$ cat src/rtl/regfile_scoreboard.sv
// Register file with a PC-relative top register, PC redirect on writes to it, and a per-register busy scoreboard.
// Define REGFILE_BYPASS_EN for write-first reads (same-cycle write data and busy clear forwarded to the read ports).
module regfile_scoreboard #(
  parameter int DATA_W    = 32,
  parameter int ADDR_W    = 4,
  parameter int PC_OFFSET = 8
) (
  input  logic              clk,
  input  logic              rst,
  input  logic [ADDR_W-1:0] A1,
  input  logic [ADDR_W-1:0] A2,
  input  logic [ADDR_W-1:0] A3,
  input  logic [DATA_W-1:0] WD3,
  input  logic              WE3,
  input  logic [DATA_W-1:0] R15,
  input  logic              BSE,
  input  logic [ADDR_W-1:0] BSA,
  output logic [DATA_W-1:0] RD1,
  output logic [DATA_W-1:0] RD2,
  output logic              BUSY1,
  output logic              BUSY2,
  output logic              PCWE,
  output logic [DATA_W-1:0] PCWD
);

  localparam int NREGS = 1 << ADDR_W;
  localparam logic [ADDR_W-1:0] PCA = ADDR_W'(NREGS - 1);

  logic [DATA_W-1:0] regs_q [NREGS-1];
  logic [DATA_W-1:0] regs_d [NREGS-1];
  logic [NREGS-1:0]  busy_q, busy_d;
  logic [DATA_W-1:0] rd_q [2];
  logic [DATA_W-1:0] rd_d [2];
  logic [1:0]        busy_rd_q, busy_rd_d;
  logic              pcwe_q, pcwe_d;
  logic [DATA_W-1:0] pcwd_q, pcwd_d;

  logic              wr_reg;
  logic              set_reg;
  logic [ADDR_W-1:0] ra;

  always_comb begin
    wr_reg  = WE3 && (A3 != PCA);
    set_reg = BSE && (BSA != PCA);

    regs_d = regs_q;
    if (wr_reg) regs_d[A3] = WD3;

    // Set is applied after clear so a newly issued producer wins over a retiring one.
    busy_d = busy_q;
    if (wr_reg)  busy_d[A3]  = 1'b0;
    if (set_reg) busy_d[BSA] = 1'b1;
    busy_d[PCA] = 1'b0;

    pcwe_d = WE3 && (A3 == PCA);
    pcwd_d = pcwe_d ? WD3 : pcwd_q;

    ra = '0;
    for (int n = 0; n < 2; n++) begin
      ra = (n == 0) ? A1 : A2;
      rd_d[n]      = '0;
      busy_rd_d[n] = 1'b0;
      if (ra == PCA) begin
        rd_d[n]      = R15 + DATA_W'(PC_OFFSET);
        busy_rd_d[n] = 1'b0;
      end else begin
        rd_d[n]      = regs_q[ra];
        busy_rd_d[n] = busy_q[ra];
`ifdef REGFILE_BYPASS_EN
        if (wr_reg && (A3 == ra)) begin
          rd_d[n]      = WD3;
          busy_rd_d[n] = 1'b0;
        end
`endif
        if (set_reg && (BSA == ra)) busy_rd_d[n] = 1'b1;
      end
    end
  end

  always_ff @(posedge clk or posedge rst) begin
    if (rst) begin
      for (int i = 0; i < NREGS - 1; i++) regs_q[i] <= '0;
      busy_q    <= '0;
      rd_q[0]   <= '0;
      rd_q[1]   <= '0;
      busy_rd_q <= '0;
      pcwe_q    <= 1'b0;
      pcwd_q    <= '0;
    end else begin
      regs_q    <= regs_d;
      busy_q    <= busy_d;
      rd_q[0]   <= rd_d[0];
      rd_q[1]   <= rd_d[1];
      busy_rd_q <= busy_rd_d;
      pcwe_q    <= pcwe_d;
      pcwd_q    <= pcwd_d;
    end
  end

  assign RD1   = rd_q[0];
  assign RD2   = rd_q[1];
  assign BUSY1 = busy_rd_q[0];
  assign BUSY2 = busy_rd_q[1];
  assign PCWE  = pcwe_q;
  assign PCWD  = pcwd_q;

endmodule

$ cat config.mk
export PLATFORM = sky130hd
export DESIGN_NAME = regfile_scoreboard
export DESIGN_NICKNAME = d
export VERILOG_FILES = /design/src/rtl/regfile_scoreboard.sv
export SDC_FILE = /design/constraint.sdc
export NUM_CORES = 1
export LEC_CHECK = 0
export CAP_MARGIN = 20
export CORE_MARGIN = 4
export CORE_UTILIZATION = 40
export CTS_BUF_LIST = sky130_fd_sc_hd__clkbuf_2 sky130_fd_sc_hd__clkbuf_4 sky130_fd_sc_hd__clkbuf_8
export CTS_CLUSTER_SIZE = 14
export DETAILED_ROUTE_END_ITERATION = 10
export GPL_TIMING_DRIVEN = 0
export PLACE_DENSITY_LB_ADDON = 0.1
export SLEW_MARGIN = 10
export SYNTH_ARGS = -nofsm -noshare
export SYNTH_HDL_FRONTEND = slang
export SYNTH_SLANG_ARGS = --single-unit
$ cat constraint.sdc
create_clock -name clk -period 60.8 [get_ports clk]
set_input_delay 15.2 -clock clk [delete_from_list [all_inputs] [get_ports clk]]
set_output_delay 15.2 -clock clk [all_outputs]
set_load 0.01 [all_outputs]
### After elaboration in Yosys (flattened, before gate mapping)

Cells that the tools add are included.

* register bits: 594
* output and inout port bits: 99

* add/subtract/negate cells: 1
* magnitude comparators: 10
* equal/unequal tests: 7
* multiplexer cells: 25
* bitwise logic cells: 6
* reductions and logical operators: 8

Operators by type and width (number)
* $bwmux 480: 1
* $bmux 32 s4: 2
* $mux 32: 7
* $demux 32 s4: 1
* $add 32x4->32 const B: 1
* $mux 15: 2
* $lt 4x5->1 const B: 4
* $and 15x15->15: 1
* $ge 5x5->1 const B: 3
* $not 15->15: 1
* $not 4->5: 3
* $or 15x15->15: 1
* $eq 4x4->1 const B: 3
* $bmux 1 s4: 2
* $demux 1 s4: 2
* $eq 4x4->1: 2
* $ge 4x1->1 const B: 2
* $logic_and 1x1->1: 8
* $mux 1: 8
* $ne 4x4->1 const B: 2
* $lt 5x1->1 const B: 1

### Depth between registers and ports, before layout

* word-level depth: 9
* mapped depth: 10
* mapped depth without buffers: 6

### Least setup slack after synthesis

Ideal clock, no wire load.

* path type: input to register
* start: input port A1[1]
* end: register rd_q (netlist bit RD1[30])
* setup time: 137 ps
* arrival: 16627 ps
* data required time: 60663 ps
* setup slack: 44036 ps
* stages on the path: 8
* cell sequence: buf_2 > buf_2 > buf_2 > mux2_2 > o221ai_1 > o21ai_0 > a21oi_1 > a21oi_1

RTL lines
* start: declaration: RTL line 10 `input logic [ADDR_W-1:0] A1,`
* end: declaration: RTL line 32 `logic [DATA_W-1:0] rd_q [2];`

==> impl_metrics.json <==
{
  "status": "finished clean",
  "nNetsFinal": 2533,
  "ir_drop_mv": 0.0146,
  "first_global_vias": 22700,
  "maxCapViolations": 0,
  "swShare_pct": 29.8,
  "holdBufCountCts": 0,
  "fin_crit_sh_pct": 30.3,
  "maxSlewViolCount": 0,
  "leakagePower_uw": 0.0150,
  "drive_gt1_share_pct": 42.8,
  "syn_inst": 2156,
  "path_clk_slew_ns": 0.06,
  "crit_chain": "clkdlybuf4s50_1 -> clkbuf_1 -> clkbuf_1 -> clkbuf_1 -> o21ai_0 -> o22ai_1",
  "grt_overflow": 0,
  "postSynthAreaPerCell_sq_um": 14.1,
  "slew_headroom_pct": 21.2,
  "clock_sinks": 594,
  "worstPathRequired_ns": 61.41,
  "die_y_um": 284,
  "grt_start_max_net_pins": 117,
  "die_w_um": 284,
  "gp_congestion": 0.943,
  "synth_most_common_cell": "dfrtp_1",
  "totalWireLength_mm": 120,
  "worstPathArrival_ns": 19.03,
  "p_per_area_nw_per_um2": 35.2,
  "fin_cells": 3511,
  "clockPowerShare_pct": 32.6,
  "finClkSkew_ns": 0.0392,
  "max_freq_ghz": 0.0543,
  "critical-path-slowest-cell": "clkbuf_1",
  "pwr-share-comb_pct": 23.9,
  "synth_common_cells": "594 x dfrtp_1, 562 x mux2_2, 190 x mux4_2",
  "p_int_uw": 890,
  "critPathMostFrequentCell": "clkbuf_1",
  "synth-seq-cells": 594,
  "setup_viol": 0,
  "async_flop_share_pct": 100,
  "portBuffers": 172,
  "grt_antenna_before_repair": 5,
  "max_stage_delay_ns": 0.85,
  "syn_nets": 2241,
  "route.detailed.drc": 0,
  "clk_latency_ns": 0.73,
  "fp.coreArea_sq_um": 75100,
  "ios": 183,
  "post_cts_resized": 0,
  "r2r_slack_ns": 58.80,
  "grt_util_all_layers_pct": 29.3,
  "synth.distinct_cells": 54,
  "drtAntennaViolNets": 0,
  "pwr-share-seq_pct": 43.5,
  "cts.path.max_buffers": 3,
  "yosysWarnings": 0,
  "setup.worst_path.start_class": "input port",
  "fin_setup_tns_ns": 0,
  "yosys.area.top_type": "dfrtp_1",
  "worstSetupEndpointType": "register",
  "wl_per_cell_um": 34.1,
  "final-hold-violation-count": 0,
  "worst_pin_slew_ns": 1.18,
  "cp_max_fo": 10,
  "fin_crit_ns": 18.42,
  "synth_area_leaders": "dfrtp_1 49%, mux2_2 21%, mux4_2 14%",
  "syn_to_final_growth_pct": 18.2,
  "dp_hpwl_mm": 83.2,
  "hold_class": "reg2reg",
  "detail_route.iter0.violations": 2317,
  "grt_pass1_wl_mm": 170,
  "synth_edf_count": 0,
  "rsz0062_at_grt": "false",
  "dp.cells": 3307,
  "p_total_uw": 1270,
  "yosysSeqAreaShare_pct": 48.7,
  "fp.dieArea_sq_um": 80700,
  "synth_flop_cell": "dfrtp_1",
  "htreeDepth": 3,
  "vias_per_cell": 6.26,
  "yosys.area.top_type_share_pct": 48.7,
  "cts_buffers": 106,
  "drt_pass1_iterations": 7,
  "row_count": 100,
  "cts_root_buffer": "clkbuf_8",
  "via_count": 22000,
  "path_class": "in2reg",
  "cts_tree": "done",
  "postCtsSetupBuffers": 0,
  "start_util_pct": 40.6,
  "syn-cell-area_sq_um": 30500,
  "p_sw_uw": 377
}
cell type report:
cell class | instances | area [sq um]
Antenna cell | 4 | 10.0
Buffer | 200 | 1010
Clock buffer | 170 | 2180
Clock inverter | 28 | 184
Fill cell | 6651 | 39000
Inverter | 32 | 128
Multi-Input combinational cell | 1330 | 14500
Sequential cell | 594 | 14900
Tap cell | 969 | 1210
Timing Repair Buffer | 184 | 1950
layer usage:
layer  global-route usage, %  wire length, um
met1                    40.7            50000
met2                    44.0            53000
met3                    7.69            11600
met4                    11.9             5190
met5                       0                0
registers in the layout, indices dropped and copies added, names as in the netlist:
signal / flops
RD2: 32
PCWD: 32
busy_rd_q: 2
PCWE: 1
regs_q: 480
RD1: 32
busy_q: 15
per-stage QoR:
| stage | setup slack (ns) | util, % | hold slack, ns | instance area, sq um |
|---|---|---|---|---|
| floorplan | 28.98 | - | 0.457 | 30500 |
| global placement | 21.90 | 44.5 | 0.474 | 33400 |
| detailed placement | 41.93 | 44.8 | 0.495 | 33600 |
| CTS | 42.70 | 48.0 | 0.509 | 36000 |
| global route | 42.52 | 48.0 | 0.515 | 36000 |
| finish | 42.38 | 48.0 | 0.504 | 36000 |
worst paths after layout:
path                                         from                       to  depth (start not counted)
min in group asynchronous                     rst  regs_q[156]$_DFFE_PP0P_                          2
setup / recovery                            A2[3]         RD2[4]$_DFF_PP0_                          6
hold / removal                PCWD[2]$_DFFE_PP0P_      PCWD[2]$_DFFE_PP0P_                          1
max in group asynchronous                     rst         RD1[9]$_DFF_PP0_                          5
hold reg to reg               PCWD[2]$_DFFE_PP0P_      PCWD[2]$_DFFE_PP0P_                          1
setup reg to reg           regs_q[56]$_DFFE_PP0P_        RD2[24]$_DFF_PP0_                          4
power groups by stage:
stage / clock network [uW] / registers (uW) / logic [uW]
after floorplan: 0 / 541 / 193
after global placement: 0 / 549 / 293
after detailed placement: 0 / 555 / 300
after CTS: 421 / 548 / 302
after global routing: 439 / 561 / 322
final: 413 / 552 / 303
worst max-delay path: cells and delay by family:
family | cells | cell delay (ns)
compound gates | 2 | 0.78
buf+inv | 4 | 3.04
cell usage in the layout, fill, tap and decap left out, types with 7 or more instances in the layout:
master	synthesis	routed
a21oi_1	47	47
a221oi_1	12	12
a31oi_1	7	7
buf_1	11	11
buf_2	80	80
buf_4	20	20
buf_6	5	10
clkbuf_1	81	80
clkbuf_4	0	26
clkbuf_8	0	144
clkdlybuf4s50_1	0	172
clkinv_2	0	22
dfrtp_1	594	594
inv_1	32	31
mux2_2	562	562
mux2i_1	66	66
mux4_2	190	190
nand2_1	52	52
nand2b_1	24	24
nand3_1	27	27
nand3b_1	7	7
nand4_1	9	9
nor2_1	44	43
nor2b_1	8	8
o211ai_1	7	7
o21ai_0	92	92
o221ai_1	39	39
o22ai_1	38	38
xnor2_1	7	7
xor2_1	28	28
kinds of logic (layout without fill, tap and decap cells):
family | Yosys count | count (layout) | synth area share (%)
buffers and inverters | 232 | 614 | 3.70
DFF | 594 | 594 | 48.7
and+or+nand+nor | 195 | 195 | 3.31
xor gates and xnor gates | 35 | 35 | 1.01
adders and majority gates | 1 | 1 | 0.0410
muxes | 824 | 824 | 37.5
AOI/OAI and AO/OA | 275 | 275 | 5.75
other | 0 | 4 | 0
Power figures use the tool's default switching activity.
